`src/rtl/gpio_bank_pkg.sv`:
```
// Shared register map, bus request struct and width helper for the GPIO bank.
package gpio_bank_pkg;

    localparam logic [3:0] ADDR_IN       = 4'h0;
    localparam logic [3:0] ADDR_OUT      = 4'h1;
    localparam logic [3:0] ADDR_OUT_SET  = 4'h2;
    localparam logic [3:0] ADDR_OUT_CLR  = 4'h3;
    localparam logic [3:0] ADDR_OUT_TGL  = 4'h4;
    localparam logic [3:0] ADDR_IEN_RISE = 4'h5;
    localparam logic [3:0] ADDR_IEN_FALL = 4'h6;
    localparam logic [3:0] ADDR_IRQ_STAT = 4'h7;

    typedef struct packed {
        logic        we;
        logic        re;
        logic [3:0]  addr;
        logic [31:0] di;
    } gpio_req_t;

    // Minimum 1 so a degenerate parameter still yields a legal vector.
    function automatic int clog2(input int v);
        int r;
        r = 0;
        while ((1 << r) < v) r++;
        return (r == 0) ? 1 : r;
    endfunction

endpackage

```
`src/rtl/gpio_debounce.sv`:
```
// One input bit: flop synchroniser, stability counter, and single-cycle edge pulses.
module gpio_debounce
    import gpio_bank_pkg::*;
#(
    parameter int SYNC_STAGES = 2,
    parameter int DEB_CYCLES  = 16
) (
    input  logic OPB_CLK,
    input  logic OPB_RST_N,
    input  logic pin,
    output logic deb,
    output logic rise,
    output logic fall
);

    localparam int CW = clog2(DEB_CYCLES + 1);

    logic [SYNC_STAGES-1:0] sync;
    logic [CW-1:0]          cnt;
    logic                   sample;
    logic                   hit;

    assign sample = sync[SYNC_STAGES-1];
    // The DEB_CYCLES-th consecutive mismatching cycle commits the new level.
    assign hit    = (sample != deb) && (cnt == CW'(DEB_CYCLES - 1));
    assign rise   = hit & sample;
    assign fall   = hit & ~sample;

    always_ff @(posedge OPB_CLK or negedge OPB_RST_N) begin
        if (!OPB_RST_N) begin
            sync <= '0;
            cnt  <= '0;
            deb  <= 1'b0;
        end else begin
            sync <= {sync[SYNC_STAGES-2:0], pin};
            if (sample == deb) begin
                cnt <= '0;
            end else if (hit) begin
                deb <= sample;
                cnt <= '0;
            end else if (cnt != CW'(DEB_CYCLES)) begin
                cnt <= cnt + 1'b1;
            end
        end
    end

endmodule

```
`src/rtl/gpio_bank.sv`:
```
// GPIO bank on the OPB register bus: debounced inputs with edge IRQs, set/clear/toggle outputs.
module gpio_bank
    import gpio_bank_pkg::*;
#(
    parameter int          NUM_IN      = 32,
    parameter int          NUM_OUT     = 32,
    parameter int          SYNC_STAGES = 2,
    parameter int          DEB_CYCLES  = 16,
    parameter logic [31:0] OUT_RST_VAL = '0
) (
    input  logic               OPB_CLK,
    input  logic               OPB_RST_N,
    input  logic [3:0]         GPIO_ADDR,
    input  logic [31:0]        GPIO_DI,
    input  logic               GPIO_WE,
    input  logic               GPIO_RE,
    output logic [31:0]        GPIO_DO,
    input  logic [NUM_IN-1:0]  GPIO_IN,
    output logic [NUM_OUT-1:0] GPIO_OUT,
    output logic               GPIO_IRQ
);

    gpio_req_t          req;
    logic [NUM_IN-1:0]  deb, rise, fall;
    logic [NUM_IN-1:0]  ien_rise, ien_fall, irq_stat, w1c;
    logic [NUM_OUT-1:0] out_r, dout;
    logic [NUM_IN-1:0]  din;
    logic [31:0]        rd;
    logic               unused_di;

    assign req       = '{we: GPIO_WE, re: GPIO_RE, addr: GPIO_ADDR, di: GPIO_DI};
    assign dout      = req.di[NUM_OUT-1:0];
    assign din       = req.di[NUM_IN-1:0];
    assign unused_di = ^req.di;
    assign w1c       = (req.we && req.addr == ADDR_IRQ_STAT) ? din : '0;
    assign GPIO_OUT  = out_r;

    for (genvar g = 0; g < NUM_IN; g++) begin : g_in
        gpio_debounce #(
            .SYNC_STAGES(SYNC_STAGES),
            .DEB_CYCLES (DEB_CYCLES)
        ) u_deb (
            .OPB_CLK  (OPB_CLK),
            .OPB_RST_N(OPB_RST_N),
            .pin      (GPIO_IN[g]),
            .deb      (deb[g]),
            .rise     (rise[g]),
            .fall     (fall[g])
        );
    end

    always_ff @(posedge OPB_CLK or negedge OPB_RST_N) begin
        if (!OPB_RST_N) begin
            out_r    <= OUT_RST_VAL[NUM_OUT-1:0];
            ien_rise <= '0;
            ien_fall <= '0;
        end else if (req.we) begin
            case (req.addr)
                ADDR_OUT:      out_r    <= dout;
                ADDR_OUT_SET:  out_r    <= out_r | dout;
                ADDR_OUT_CLR:  out_r    <= out_r & ~dout;
                ADDR_OUT_TGL:  out_r    <= out_r ^ dout;
                ADDR_IEN_RISE: ien_rise <= din;
                ADDR_IEN_FALL: ien_fall <= din;
                default: ;
            endcase
        end
    end

    // Hardware set is OR'd after the W1C mask so a coincident edge survives.
    always_ff @(posedge OPB_CLK or negedge OPB_RST_N) begin
        if (!OPB_RST_N) begin
            irq_stat <= '0;
            GPIO_IRQ <= 1'b0;
        end else begin
            irq_stat <= (irq_stat & ~w1c) | (rise & ien_rise) | (fall & ien_fall);
            GPIO_IRQ <= |irq_stat;
        end
    end

    always_comb begin
        rd = '0;
        case (req.addr)
            ADDR_IN:       rd[NUM_IN-1:0]  = deb;
            ADDR_OUT:      rd[NUM_OUT-1:0] = out_r;
            ADDR_IEN_RISE: rd[NUM_IN-1:0]  = ien_rise;
            ADDR_IEN_FALL: rd[NUM_IN-1:0]  = ien_fall;
            ADDR_IRQ_STAT: rd[NUM_IN-1:0]  = irq_stat;
            default: ;
        endcase
    end

    always_ff @(posedge OPB_CLK or negedge OPB_RST_N) begin
        if (!OPB_RST_N)  GPIO_DO <= '0;
        else if (req.re) GPIO_DO <= rd;
    end

endmodule

```
`config.mk`:
```
export PLATFORM = sky130hd
export DESIGN_NAME = gpio_bank
export DESIGN_NICKNAME = d
export VERILOG_FILES = /design/src/rtl/gpio_bank_pkg.sv /design/src/rtl/gpio_debounce.sv /design/src/rtl/gpio_bank.sv
export SDC_FILE = /design/constraint.sdc
export NUM_CORES = 1
export LEC_CHECK = 0
export CORE_MARGIN = 5
export CORE_UTILIZATION = 60
export CTS_CLUSTER_DIAMETER = 60
export CTS_CLUSTER_SIZE = 16
export DETAILED_ROUTE_END_ITERATION = 10
export GPL_ROUTABILITY_DRIVEN = 0
export HOLD_SLACK_MARGIN = 0.08
export MAX_ROUTING_LAYER = met4
export PLACE_DENSITY_LB_ADDON = 0.15
export SYNTH_ARGS = -nofsm -noshare
export SYNTH_HDL_FRONTEND = slang
export SYNTH_SLANG_ARGS = --single-unit
```
`constraint.sdc`:
```
create_clock -name OPB_CLK -period 1.57 [get_ports OPB_CLK]
set_input_delay 0.314 -clock OPB_CLK [delete_from_list [all_inputs] [get_ports OPB_CLK]]
set_output_delay 0.314 -clock OPB_CLK [all_outputs]
set_load 0.02 [all_outputs]
```
==> results of run 1 <==
registers in the layout (all words and copies together), names as in the netlist:
register	cells
g_in.u_deb.cnt	160
g_in.u_deb.sync	64
GPIO_DO	32
GPIO_OUT	32
g_in.u_deb.deb	32
ien_fall	32
ien_rise	32
irq_stat	32
GPIO_IRQ	1
metal layers:
layer  part of all wire, %  vias to the layer above
met1                    42                     7969
li1                      -                     7546
met5                     0                        -
met4                   3.0                        0
met3                   5.9                      118
met2                    49                      510
repair_timing:
action | CTS | global route
pin swaps | 4 | 3
hold buffers | 1 | 0
endpoints found under the hold margin | 297 | 0
setup endpoints to repair | 133 | 71
cloned | 1 | 0
gates resized for setup | 222 | 49
buffers inserted | 8 | 10
worst max path at each step:
stage,start,to,slack (ns),depth (start not counted)
detailed placement,GPIO_ADDR[3],GPIO_OUT[21],-0.82,5
global route,irq_stat[0],GPIO_IRQ,-0.03,4
CTS,GPIO_DO[11],GPIO_DO[11],0.0004,1
global placement,GPIO_ADDR[3],GPIO_OUT[14],-0.71,5
finish,GPIO_OUT[30],GPIO_OUT[30],0.02,1
floorplan,GPIO_ADDR[2],GPIO_OUT[10],0.003,8
cell type report:
cell class	instances	area (um^2)	share of cell area [%]
flip-flops and latches	417	10500	41.1
multi-input cells	1377	9860	38.7
repair buffers	318	2910	11.4
clock buffers	45	986	3.87
well taps	455	569	2.24
inverters	131	492	1.93
clock inverters	14	184	0.723
diodes	3	7.51	0.0295
report_power, final:
group	internal (mW)	leakage (nW)	switching [mW]	total [mW]
combinational	1.89	6.07	2.08	3.97
sequential	11.6	5.40	0.883	12.5
clock	5.01	0.571	4.14	9.15
stage by stage:
step                      utilization [%]  area (um^2)  hold slack [ns]
after global routing                 73.9        25500            0.183
final                                73.9        25500            0.193
after CTS                            73.5        25300            0.181
after global placement               69.8        24000            0.208
after detailed placement             69.8        24000            0.206
after floorplan                         -        20900           0.0184
cells in the mapped netlist, drive strengths merged (3+ instances only):
cell,instances
or3,32
nor4b,3
and3,30
clkbuf,17
nand3b,37
xnor2,64
nor3,36
dfrtp,417
nor2,142
mux2,64
mux2i,44
buf,46
a31oi,32
nand4bb,18
a22oi,32
nand2,233
or2,5
ha,128
a21oi,84
and3b,4
o21ai,63
nand3,66
xor2,60
inv,131
a2bb2oi,32
nor4,9
nor4bb,30
o211ai,50
a22o,64
nand2b,8
cell families after synthesis:
logic type                 after synthesis  share of synthesized area (%)
AOI/OAI and AO/OA                      358                           11.5
muxes                                  108                           5.55
and+or+nand+nor                        658                           16.3
adders and majority gates              128                           7.65
buffers and inverters                  194                           4.07
xor gates and xnor gates               124                           5.19
DFF                                    417                           49.8
==> flow_metrics.env, run 1 <==
export IMPL_status="complete, no violations"
export IMPL_core_area_mm2=0.0345
export IMPL_hold_viol=0
export IMPL_cpLargestDelayFamily="flip-flops"
export IMPL_max_freq_mhz=644
export IMPL_slowest_stage="dfrtp_1"
export IMPL_worst_ep_required_time_ns=1.26
export IMPL_crit_fanout=2
export IMPL_met3_usage_pct=3.83
export IMPL_syn_area_per_cell_um2=10.5
export IMPL_layout_cells_non_filler=2760
export IMPL_boundaryPins=137
export IMPL_yosys_top_cells_area="dfrtp_1, ha_1, nand2_1, mux2_2, a22o_1"
export IMPL_drc_errors=0
export IMPL_preCtsSetupSlack_ns=-0.820
export IMPL_final_common_cell="dfrtp_1"
export IMPL_cts_buffers=36
export IMPL_synth_flop_cell="dfrtp_1"
export IMPL_arrival_ns=1.24
export IMPL_p_leak_nw=12.0
export IMPL_start_util_pct=60.8
export IMPL_timing_setup_tns_ns=0
export IMPL_nFillCells=2351
export IMPL_end_kind="output pin"
export IMPL_cts_clk_slew_worst_paths_ns=0.07
export IMPL_dp_cells=2678
export IMPL_grt_use_met2_pct=45.3
export IMPL_die_w_um=197
export IMPL_r2r_end="GPIO_IRQ"
export IMPL_grt_pass1_wl_um=84800
export IMPL_path_cells="clkdlybuf4s15_2"
export IMPL_syn_nets=2187
export IMPL_grt_pass1_vias=16700
export IMPL_detail_route_iter0_violations=964
export IMPL_seq_area_frac_synth_pct=49.8
export IMPL_ys_types=44
export IMPL_reg2reg_depth=4
export IMPL_nNetsFinal=2481
export IMPL_fin_skew_ns=0.0213
export IMPL_synth_top_area_share_pct=49.8
export IMPL_fin_crit_ns=1.55
export IMPL_cts_tree="yes"
export IMPL_period_share_pct=98.9
export IMPL_avgRoutedWirePerCell_um=18.8
export IMPL_ant_nets=0
export IMPL_yosysWarnings=0
export IMPL_clock_sinks=417
export IMPL_htreeDepth=2
export IMPL_slew_headroom_pct=55.7
export IMPL_placement_rows=68
export IMPL_crit_buf_inv=1
export IMPL_path_class="register to output pin"
export IMPL_hp_class="input pin to register"
export IMPL_syn_to_final_growth_pct=21.6
export IMPL_drive_above_1_share_pct=18.0
export IMPL_die_area_mm2=0.0387
export IMPL_grt_ovfl_total=0
export IMPL_min_from="GPIO_IN[20]"
export IMPL_clockBufferDepth=3
export IMPL_wl_um=51900
export IMPL_r2r_slack_ns=0.04
export IMPL_tightest_slew_ns=0.663
export IMPL_track_usage_pct=27.6
export IMPL_slowest_delay_ns=0.42
export IMPL_setup_viol=0
export IMPL_rsz0062_at_grt="yes"
export IMPL_synth_area_mm2=0.0209
export IMPL_cts_root_buf="clkbuf_16"
export IMPL_slew_viol_final=0
export IMPL_hold_end="g_in[20].u_deb.sync[0]"
export IMPL_syn_inst=1987
export IMPL_clkLatencyLatePin_ns=0.55
export IMPL_setup_slack_ns=0.0169
export IMPL_synth_seq_cells=417
export IMPL_critPathLaunchType="register"
export IMPL_yosysTopAreaCell="dfrtp_1"
export IMPL_synth_edf_count=0
export IMPL_cellPowerDensity_mw_per_mm2=1010
export IMPL_min_path_cells=1
export IMPL_vias=16100
export IMPL_irDropWorstVdd_mv=0.999
export IMPL_total_power_mw=25.6
export IMPL_dr_pass1_iters=5
export IMPL_placement_io_buffers=136
export IMPL_vias_per_cell=5.85
export IMPL_top_usage_layer="met2"
export IMPL_antenna_found_initial=3
export IMPL_async_reset_ff_share_pct=100
export IMPL_grtUsageMet1_pct=35.6
export IMPL_dp_hpwl_um=35300
export IMPL_grt_max_degree=68
export IMPL_die_h_um=197
export IMPL_reg2reg_from="irq_stat[0]"
export IMPL_final_cell_mix="dfrtp_1, nand2_1, buf_4"
export IMPL_drv_cap=0
(Power assumes the default switching activity.)
==> run 2, diff against run 1 <==
CORE_MARGIN = 4   (was 5)
SLEW_MARGIN = 15   (was not set)
==> run 2 against run 1 <==
The flow now finishes with violations (setup timing). Utilization up 0.15 points. Routed wire length up 0.71%. Sequential power about the same. Clock-buffer cell count down 4. Cell area up 0.20%. Maximum frequency down 6.9%. Sequential share of layout area down 0.090 points. Clock power down 2.6%. Critical path depth up 2. Largest cell class unchanged. Via count up 0.38%. Flip-flop and latch count unchanged. First-iteration DRC count up 0.31%.
==> flow_metrics.env, run 2 (same netlist as run 1, synthesis figures left out) <==
export IMPL_hold_end="g_in[26].u_deb.sync[0]"
export IMPL_largest_reg_flops=160
export IMPL_cpLargestDelayFamily="simple AND/OR/NAND/NOR gates"
export IMPL_boundaryPins=137
export IMPL_hold_viol=0
export IMPL_start_util_pct=60.8
export IMPL_clock_sinks=417
export IMPL_irDropWorstVdd_mv=0.977
export IMPL_arrival_ns=2.09
export IMPL_final_cell_mix="dfrtp_1, nand2_1, buf_4"
export IMPL_die_h_um=195
export IMPL_hp_class="input pin to register"
export IMPL_grt_pass1_vias=16400
export IMPL_violations="setup timing"
export IMPL_die_w_um=195
export IMPL_clkLatencyLatePin_ns=0.53
export IMPL_fin_skew_ns=0.0139
export IMPL_min_from="GPIO_IN[26]"
export IMPL_p_leak_nw=12.0
export IMPL_worst_ep_required_time_ns=1.99
export IMPL_die_area_mm2=0.0380
export IMPL_nFillCells=2345
export IMPL_r2r_slack_ns=-0.1
export IMPL_status="complete, but fails checks"
export IMPL_crit_fanout=2
export IMPL_slew_viol_final=0
export IMPL_wl_um=52300
export IMPL_core_area_mm2=0.0345
export IMPL_cts_buffers=37
export IMPL_reg2reg_depth=3
export IMPL_syn_to_final_growth_pct=21.8
export IMPL_fin_util_pct=74.0
export IMPL_clockBufferDepth=3
export IMPL_preCtsSetupSlack_ns=-0.827
export IMPL_cts_clk_slew_worst_paths_ns=0.07
export IMPL_final_common_cell="dfrtp_1"
export IMPL_grt_ovfl_total=0
export IMPL_dp_hpwl_um=35100
export IMPL_path_cells="nor4_1 -> nand4_1 -> or2_4"
export IMPL_placement_rows=68
export IMPL_reg_top3="g_in.u_deb.cnt x160, g_in.u_deb.sync x64"
export IMPL_antenna_found_initial=3
export IMPL_path_depth=3
export IMPL_detail_route_iter0_violations=967
export IMPL_r2r_end="GPIO_IRQ"
export IMPL_cts_tree="yes"
export IMPL_grt_max_degree=66
export IMPL_htreeDepth=2
export IMPL_placement_io_buffers=136
export IMPL_vias=16200
export IMPL_drv_cap=0
export IMPL_min_path_cells=1
export IMPL_tightest_slew_ns=0.547
export IMPL_path_class="register to register"
export IMPL_slowest_delay_ns=0.47
export IMPL_period_share_pct=106
export IMPL_fin_crit_ns=1.67
export IMPL_nNetsFinal=2473
export IMPL_drive_above_1_share_pct=18.0
export IMPL_dr_pass1_iters=5
export IMPL_crit_buf_inv=0
export IMPL_total_power_mw=25.4
export IMPL_grt_pass1_wl_um=83800
export IMPL_reg2reg_from="irq_stat[28]"
export IMPL_setup_slack_ns=-0.0990
export IMPL_vias_per_cell=5.89
export IMPL_drc_errors=0
export IMPL_slowest_stage="nor4_1"
export IMPL_setup_viol=1
export IMPL_track_usage_pct=27.5
export IMPL_ant_nets=0
export IMPL_avgRoutedWirePerCell_um=19.0
export IMPL_end_kind="register"
export IMPL_cellPowerDensity_mw_per_mm2=995
export IMPL_cts_root_buf="clkbuf_16"
export IMPL_max_freq_mhz=599
export IMPL_top_register="g_in.u_deb.cnt"
export IMPL_slew_headroom_pct=63.5
export IMPL_critPathLaunchType="register"
-- run 2: cell types whose count changed in the layout (fill, tap and decap cells not counted), sizes merged --
cell,previous run,this run
clkinvlp,1,3
bufinv,3,2
buf,200,192
inv,137,133
clkinv,4,11
clkbuf,58,56
bufbuf,0,1
dlygate4sd2,3,2
dlymetal6s2s,0,1
clkdlybuf4s15,35,31
-- run 2: layout make-up --
cell class / instances / area (um^2) / share of cell area (%)
multi-input combinational: 1377 / 9900 / 38.8
timing repair buffer: 309 / 2940 / 11.5
clock buffer: 41 / 971 / 3.81
antenna: 3 / 7.51 / 0.0294
inverter: 131 / 492 / 1.93
tap: 455 / 569 / 2.23
sequential: 417 / 10400 / 41.0
clock inverter: 18 / 176 / 0.692
-- run 2: repair_timing --
action | CTS | global route
gates resized for setup | 217 | 72
setup endpoints to repair | 174 | 177
hold buffers | 1 | 0
buffers inserted | 12 | 3
pin swaps | 3 | 2
endpoints found under the hold margin | 296 | 0
gates cloned | 2 | 1
-- run 2: worst max-delay path by stage --
| stage | from | to | slack (ns) |
|---|---|---|---|
| 3_5_place_dp | GPIO_ADDR[3] | GPIO_OUT[23] | -0.83 |
| 5_1_grt | irq_stat[28] | GPIO_IRQ | -0.15 |
| 6_report | irq_stat[28] | GPIO_IRQ | -0.1 |
| 4_1_cts | GPIO_DO[28] | GPIO_DO[28] | 0.001 |
| 2_1_floorplan | GPIO_ADDR[2] | GPIO_OUT[10] | 0.003 |
| 3_3_place_gp | GPIO_ADDR[3] | GPIO_OUT[25] | -0.72 |
-- run 2: per-stage QoR --
stage          TNS [ns]  hold WS (ns)  std cells  area (um^2)
2_1_floorplan         0        0.0184       1987        20900
3_3_place_gp     -88.72         0.218       2670        24000
3_5_place_dp     -97.70         0.214       2670        24000
4_1_cts               0         0.195       2744        25400
5_1_grt          -0.322         0.200       2751        25500
6_report        -0.0990         0.212       2751        25500
-- run 2: per-layer routing --
layer  track usage (%)  wire length (um)  vias to the layer above
li1                  -                 -                     7542
met1              35.8             22100                     8062
met2              45.8             25700                      492
met3              4.09              3180                      109
met4              7.06              1330                        0
met5                 -                 0                        -
-- run 2: where the power goes --
part / internal, mW / switching [mW]
clock: 4.82 / 4.09
combinational: 1.92 / 2.09
sequential: 11.6 / 0.875
==> run 3, diff against run 2 <==
CORE_MARGIN = 2   (was 4)
==> run 3 against run 2 <==
The flow now finishes without violations. Sequential share of layout area increased by 0.25 points. Critical path depth decreased by 2. Clock-buffer cell count increased by 2. First-iteration DRC count increased by 15%. Total power decreased by 1.9%. Largest cell class unchanged. Largest power group unchanged.
==> flow_metrics.env, run 3 (same netlist as run 1, synthesis figures left out) <==
export IMPL_status="complete, no violations"
export IMPL_core_area_mm2=0.0345
export IMPL_detail_route_iter0_violations=1116
export IMPL_vias_per_cell=5.85
export IMPL_avgRoutedWirePerCell_um=18.4
export IMPL_placement_io_buffers=136
export IMPL_fin_skew_ns=0.0118
export IMPL_swShare_pct=27.9
export IMPL_top_register="g_in.u_deb.cnt"
export IMPL_largest_reg_flops=160
export IMPL_drv_cap=0
export IMPL_cell_internal_pwr_mw=17.9
export IMPL_dr_pass1_iters=7
export IMPL_critPathLaunchType="register"
export IMPL_hp_class="input pin to asynchronous set/reset pin"
export IMPL_antenna_found_initial=4
export IMPL_combPwrFrac_pct=16.0
export IMPL_clock_sinks=417
export IMPL_max_freq_mhz=643
export IMPL_grt_max_degree=94
export IMPL_irDropWorstVdd_mv=0.845
export IMPL_syn_to_final_growth_pct=21.1
export IMPL_die_h_um=191
export IMPL_end_kind="output pin"
export IMPL_p_leak_nw=12.0
export IMPL_nFillCells=2381
export IMPL_post_dp_cell_area_mm2=0.0240
export IMPL_drc_errors=0
export IMPL_finalInstanceArea_mm2=0.0253
export IMPL_period_share_pct=99.1
export IMPL_grt_pass1_vias=16400
export IMPL_clockBufferDepth=3
export IMPL_track_usage_pct=29.0
export IMPL_vias=16100
export IMPL_nNetsFinal=2476
export IMPL_setup_viol=0
export IMPL_layout_cells_non_filler=2752
export IMPL_slowest_stage="dfrtp_1"
export IMPL_fin_util_pct=73.6
export IMPL_ant_nets=0
export IMPL_wl_um=50700
export IMPL_clockPowerShare_pct=33.9
export IMPL_cpLargestDelayFamily="flip-flops"
export IMPL_die_w_um=191
export IMPL_fin_crit_ns=1.56
export IMPL_cts_buffers=36
export IMPL_cts_root_buf="clkbuf_16"
export IMPL_reg_top3="g_in.u_deb.cnt x160, g_in.u_deb.sync x64"
export IMPL_slowest_delay_ns=0.42
export IMPL_tightest_slew_ns=0.502
export IMPL_slew_headroom_pct=66.1
export IMPL_cts_tree="yes"
export IMPL_final_cell_mix="dfrtp_1, nand2_1, buf_4"
export IMPL_path_class="register to output pin"
export IMPL_start_util_pct=60.8
export IMPL_dp_hpwl_um=35000
export IMPL_worst_ep_required_time_ns=1.26
export IMPL_drive_above_1_share_pct=17.3
export IMPL_path_cells="clkdlybuf4s15_2"
export IMPL_arrival_ns=1.24
export IMPL_clkLatencyLatePin_ns=0.53
export IMPL_slew_viol_final=0
export IMPL_placement_rows=68
export IMPL_crit_fanout=2
export IMPL_dp_cells=2680
export IMPL_seqPwrFrac_pct=50.0
export IMPL_hold_viol=0
export IMPL_grt_ovfl_total=0
export IMPL_cts_clk_slew_worst_paths_ns=0.07
export IMPL_netSwitchingPower_mw=6.95
export IMPL_boundaryPins=137
export IMPL_crit_buf_inv=1
export IMPL_grt_pass1_wl_um=82200
export IMPL_total_power_mw=24.9
export IMPL_final_common_cell="dfrtp_1"
export IMPL_htreeDepth=2
export IMPL_die_area_mm2=0.0364
export IMPL_cellPowerDensity_mw_per_mm2=982
-- run 3: area by class of cell --
cell class | count | area [um^2] | area share [%]
Sequential cell | 417 | 10400 | 41.2
Multi-Input combinational cell | 1376 | 9890 | 39.0
Timing Repair Buffer | 314 | 2880 | 11.3
Clock buffer | 43 | 968 | 3.82
Tap cell | 455 | 569 | 2.25
Inverter | 131 | 492 | 1.94
Clock inverter | 13 | 96.3 | 0.380
Antenna cell | 3 | 7.51 | 0.0296
-- run 3: stage by stage --
step | hold slack [ns] | setup WS (ns) | setup TNS [ns]
floorplan | 0.0184 | 0.00276 | 0
global placement | 0.152 | -0.501 | -68.59
detailed placement | 0.150 | -0.532 | -74.16
CTS | 0.188 | 0.000743 | 0
global route | 0.199 | -0.0230 | -0.0287
finish | 0.198 | 0.0142 | 0
-- run 3: repair_timing --
action | in CTS | in global routing
endpoints found under the hold margin | 348 | 0
endpoints found under the setup margin | 68 | 172
gates cloned | 0 | 1
gates resized for setup | 184 | 77
setup buffers | 6 | 5
pin swaps | 1 | 4
hold buffers | 1 | 0
-- run 3: worst paths after layout --
kind,start,end,slack (ns),depth (start not counted)
max in group asynchronous,OPB_RST_N,GPIO_OUT[1],0.62,3
worst min register to register,g_in[8].u_deb.sync[0],g_in[8].u_deb.sync[1],0.35,0
min in group OPB_CLK,GPIO_IN[29],g_in[29].u_deb.sync[0],0.22,1
worst max register to register,g_in[20].u_deb.cnt[0],g_in[20].u_deb.cnt[3],0.02,6
worst max-delay path,GPIO_DO[24],GPIO_DO[24],0.01,1
worst min-delay path,OPB_RST_N,ien_fall[30],0.20,2
-- run 3: worst register-to-register path: stages (launching register included) --
cell	delay [ns]
dfrtp_1	0.43
inv_1	0.06
ha_1	0.19
nor4bb_1	0.13
buf_4	0.15
or2_2	0.28
nor3_1	0.21
-- run 3: routing by layer --
metal	global-route usage (%)	routed length (um)	part of all wire (%)
met3	3.83	3010	5.9
met1	37.8	21900	43
met5	-	0	0
met4	8.32	1440	2.8
met2	47.9	24300	48
-- run 3: power groups by stage --
| stage | combinational, mW | sequential [mW] | clock (mW) |
|---|---|---|---|
| 2_1_floorplan | 1.97 | 12.7 | 0 |
| 3_3_place_gp | 3.78 | 12.6 | 0 |
| 3_5_place_dp | 3.98 | 12.6 | 0 |
| 4_1_cts | 3.99 | 12.4 | 8.60 |
| 5_1_grt | 4.45 | 12.6 | 9.06 |
| 6_report | 4.00 | 12.5 | 8.45 |
==> edit 1 (settings of run 1) <==
`SYNC_STAGES` is set to 2 in 2 places; all go to 4.
--- a/src/rtl/gpio_debounce.sv
+++ b/src/rtl/gpio_debounce.sv
@@ -2,7 +2,7 @@
 module gpio_debounce
     import gpio_bank_pkg::*;
 #(
-    parameter int SYNC_STAGES = 2,
+    parameter int SYNC_STAGES = 4,
     parameter int DEB_CYCLES  = 16
 ) (
     input  logic OPB_CLK,
--- a/src/rtl/gpio_bank.sv
+++ b/src/rtl/gpio_bank.sv
@@ -4,7 +4,7 @@
 #(
     parameter int          NUM_IN      = 32,
     parameter int          NUM_OUT     = 32,
-    parameter int          SYNC_STAGES = 2,
+    parameter int          SYNC_STAGES = 4,
     parameter int          DEB_CYCLES  = 16,
     parameter logic [31:0] OUT_RST_VAL = '0
 ) (
Behaviour: no difference found for any inputs over 4 cycles, from zero or initial values and one cycle with OPB_RST_N low; that may be too few to reach the edited logic, so the function may still have changed.
==> edit 1 against run 1 <==
  * Wire length is 5.7% higher
  * Total power grew 12%
  * Sequential cell count increased by 64
  * Synthesized area grew 7.6%
  * Design area grew 6.8%
  * Combinational power grew 2%
  * Setup slack improved by 0.012 ns
  * Worst hold slack lost 0.016 ns
==> edit 1: results <==
[yosys]
yosysSeqAreaShare = 0.534
synthXorXnorAreaFrac = 0.0498
synth_area_leaders = dfrtp_1 53%, ha_1 7.1%, nand2_1 3.9%
synth-main-ff-cell = dfrtp_1
ys.warnings.count = 0
syn_nets = 2255
synth_fa_ha_area_frac = 0.0711
netlist_top_cells_count = 481 x dfrtp_1, 233 x nand2_1, 142 x nor2_1
async_flop_share = 1.00
ys_types = 44
synthMuxAreaShare = 0.0515
synth_compound_area_frac = 0.107

[pwr]
power_leakage_nw = 12.9
comb_power_mw = 4.06
peakVddDrop_v = 0.000924
clock_net_power_mw = 10.4
internal-power_mw = 20.9

[cts]
clockBufferDepth = 3
clk_pin_slew_ns = 0.07
ctsResizeCount = 280
holdBufCountCts = 1
insertion_delay_ns = 0.57
htree_levels = 2
cts-root-buf = clkbuf_16
cts_setup_buffers = 7
cts_buffers = 42

[route]
first_pass_iters = 5
dr.max_layer_used = met4
wl_per_cell_um = 19.0
vias_per_cell = 5.83
drt_iter0_drc = 1213
wirelength_met1_um = 23500
routed-wl-met2_um = 26100
dr_wl_met3_um = 3350

[worst_setup_path]
crit_fanout = 3
cp_data_arrival_time_ns = 1.99
slowest_stage = dfrtp_2
slowest_delay_ns = 0.46

[global_routing]
grtUsageTotal = 0.271
met2_usage = 0.428
grt_use_met3 = 0.0450
grt_start_max_net_pins = 62
antenna_found_initial = 0
grt_pass1_vias = 17200
grt.met1_usage = 0.364
grt_pass1_wl_um = 88700

[placement]
dpl.hpwl_um = 37300
dp_slack_ns = -0.763
port_buffers = 136

[run_status]
status = finished, final reports clean

[sta]
skew_ns = 0.0117
worst_slew_margin_rel = 0.606

[final_layout]
top_regs = g_in.u_deb.cnt: 160 flops, g_in.u_deb.sync: 128 flops
drive_gt1_frac = 0.180
finalNetCount = 2552

[worst_hold_path]
hp-class = input port to flip-flop
-- edit 1: cell count changes after synthesis, sizes merged --
cell,before,now
dfrtp,417,481
and3,30,34
and3b,4,0
nand2b,8,12
or2,5,1
xor2,60,64
buf,46,49
clkbuf,17,14
-- edit 1: final timing paths --
| kind | cells after the start | to | slack (ns) | start |
|---|---|---|---|---|
| hold / removal | 1 | g_in[3].u_deb.sync[0] | 0.18 | GPIO_IN[3] |
| max in group asynchronous | 3 | g_in[9].u_deb.sync[1] | 0.67 | OPB_RST_N |
| min in group asynchronous | 2 | GPIO_DO[27] | 0.24 | OPB_RST_N |
| hold reg to reg | 0 | g_in[30].u_deb.sync[1] | 0.34 | g_in[30].u_deb.sync[0] |
| setup / recovery | 4 | GPIO_IRQ | 0.03 | irq_stat[26] |
| setup reg to reg | 4 | GPIO_IRQ | 0.03 | irq_stat[26] |
-- edit 1: critical path, delay by kind of cell, from the launching register on --
family | cells | cell delay (ns)
flip-flops | 1 | 0.46
buffers and inverters | 1 | 0.16
AND/OR/NAND/NOR | 3 | 0.80
-- edit 1: final cells by class --
type,instances,area (um^2)
multi-input cells,1381,9930
clock buffers,48,1160
clock inverters,18,191
repair buffers,315,2730
flip-flops and latches,481,12000
well taps,511,639
inverters,131,492
fillers,2594,10200
diodes,1,2.50
-- edit 1: through the flow --
| stage | TNS [ns] | total power [mW] | instances | utilization | instance area (um^2) |
|---|---|---|---|---|---|
| global route | -0.0707 | 30.0 | 2885 | 0.727 | 27200 |
| global placement | -78.10 | 18.3 | 2800 | 0.688 | 25700 |
| CTS | 0 | 28.8 | 2875 | 0.720 | 26900 |
| detailed placement | -85.49 | 18.5 | 2800 | 0.688 | 25700 |
| floorplan | 0 | 16.4 | 2055 | - | 22500 |
| finish | 0 | 28.7 | 2886 | 0.727 | 27200 |
==> edit 2 (config.mk and constraints of run 1) <==
Without the edit above. Put one more register stage on the output `GPIO_OUT`, with the module's reset. The value now appears one clock later. The other outputs are not delayed to match.
--- a/src/rtl/gpio_bank.sv
+++ b/src/rtl/gpio_bank.sv
@@ -33,7 +33,13 @@
     assign din       = req.di[NUM_IN-1:0];
     assign unused_di = ^req.di;
     assign w1c       = (req.we && req.addr == ADDR_IRQ_STAT) ? din : '0;
-    assign GPIO_OUT  = out_r;
+    always_ff @(posedge OPB_CLK or negedge OPB_RST_N) begin
+        if (!OPB_RST_N) begin
+            GPIO_OUT <= '0;
+        end else begin
+            GPIO_OUT <= out_r;
+        end
+    end
 
     for (genvar g = 0; g < NUM_IN; g++) begin : g_in
         gpio_debounce #(
Function: changed (a bounded check fails within 4 cycles, from zero or initial values and one cycle with OPB_RST_N low).
==> edit 2 against run 1 <==
  * Sequential cell count up 32
  * Setup slack worse by 0.015 ns
  * Sequential share of layout area up 2.3 points
  * Wire length up 1.9%
  * Worst hold slack worse by 0.0011 ns
  * Total power up 1.8%
  * Design area up 1.7%
  * Clock skew down 0.0078 ns
  * Synthesized area up 3.7%
  * Global-route usage down 0.82 points
==> edit 2: results <==
[placement]
dp_slack_ns = -0.694
dpl.hpwl_um = 36000
dp.cells = 2685

[worst_setup_path]
cp_data_arrival_time_ns = 2.00
timing.reg2reg.setup_slack_ns = 0.002
rr_worst_depth = 4
cp_top_family = simple AND/OR/NAND/NOR gates
crit_end = GPIO_IRQ
r2r-start = irq_stat[28]
slowest_delay_ns = 0.47

[cts]
cts-root-buf = clkbuf_16
cts_buffers = 37
htree_levels = 2

[yosys]
syn_nets = 2218
ys_types = 46
yosysSeqAreaShare = 0.518
synthCells = 2018
netlist_top_cells_count = 449 x dfrtp_1, 235 x nand2_1, 142 x nor2_1
synth_area_leaders = dfrtp_1 52%, ha_1 7.4%, nand2_1 4.1%

[sta]
worst_slew_margin_rel = 0.591
skew_ns = 0.0136
timing.fmax_mhz = 638

[final_layout]
drive_gt1_frac = 0.151
finalNetCount = 2477
top_regs = g_in.u_deb.cnt: 160 flops, g_in.u_deb.sync: 64 flops
fill_cells = 2504

[pwr]
power_leakage_nw = 12.2
internal-power_mw = 18.9
peakVddDrop_v = 0.000988

[route]
vias = 16300
drt_iter0_drc = 1138
routed_wirelength_um = 52900
wl_per_cell_um = 19.2

[global_routing]
grt_start_max_net_pins = 83
grtUsageTotal = 0.267
grt_pass1_wl_um = 85800
grt_pass1_vias = 16600
antenna_found_initial = 1

[run_status]
status = finished, final reports clean
-- edit 2: final cells by class --
type | instances | share of cell area
repair buffers | 282 | 0.104
clock buffers | 42 | 0.0369
clock inverters | 12 | 0.00416
multi-input cells | 1376 | 0.379
flip-flops and latches | 449 | 0.434
diodes | 1 | 0.0000967
well taps | 461 | 0.0223
inverters | 131 | 0.0190
-- edit 2: cell families (layout without fill, tap and decap cells) --
| group | count (synthesis) | after routing | synth area share |
|---|---|---|---|
| other | 0 | 1 | 0 |
| buffers and inverters | 194 | 467 | 0.0390 |
| DFF | 449 | 449 | 0.518 |
| muxes | 108 | 108 | 0.0535 |
| and+or+nand+nor | 659 | 660 | 0.156 |
| xor gates and xnor gates | 122 | 122 | 0.0492 |
| AOI/OAI and AO/OA | 358 | 358 | 0.111 |
| adders and majority gates | 128 | 128 | 0.0738 |
-- edit 2: per-stage QoR --
step	util	hold WS [ns]	TNS, ns	cell area, um^2
final	0.726	0.192	0	25900
after global routing	0.726	0.180	-0.0530	25900
after CTS	0.721	0.168	-0.0232	25700
after detailed placement	0.689	0.196	-84.96	24600
after global placement	0.689	0.195	-78.41	24600
after floorplan	-	0.0184	0	21700
-- edit 2: what timing repair did --
action	CTS	global route
setup buffers	7	2
hold buffers	1	0
pin swaps	1	3
endpoints found under the setup margin	107	140
resized for setup	182	48
cloned	2	2
hold endpoints to repair	383	0
-- edit 2: worst min path at each step --
stage / cells after the start / startpoint / endpoint / slack, ns
finish: 1 / GPIO_IN[31] / g_in[31].u_deb.sync[0] / 0.19
global route: 1 / GPIO_IN[31] / g_in[31].u_deb.sync[0] / 0.18
CTS: 1 / GPIO_IN[31] / g_in[31].u_deb.sync[0] / 0.17
detailed placement: 1 / OPB_RST_N / g_in[27].u_deb.sync[0] / 0.20
global placement: 1 / OPB_RST_N / GPIO_OUT[26] / 0.20
floorplan: 0 / OPB_RST_N / GPIO_DO[0] / 0.02
-- edit 2: power groups by stage --
stage / logic (mW) / clock network (mW) / registers [mW]
2_1_floorplan: 1.97 / 0 / 13.7
3_3_place_gp: 3.56 / 0 / 13.8
6_report: 3.70 / 8.74 / 13.6
3_5_place_dp: 3.77 / 0 / 13.8
5_1_grt: 4.16 / 9.38 / 13.7
4_1_cts: 3.72 / 8.93 / 13.6
-- edit 2: layer usage --
metal	GRT usage	share of wire	vias up	wire length, um
met5	-	0	-	0
met4	0.0873	0.035	0	1830
met1	0.346	0.42	8073	22400
li1	-	-	7575	-
met3	0.0375	0.058	137	3070
met2	0.441	0.48	486	25600
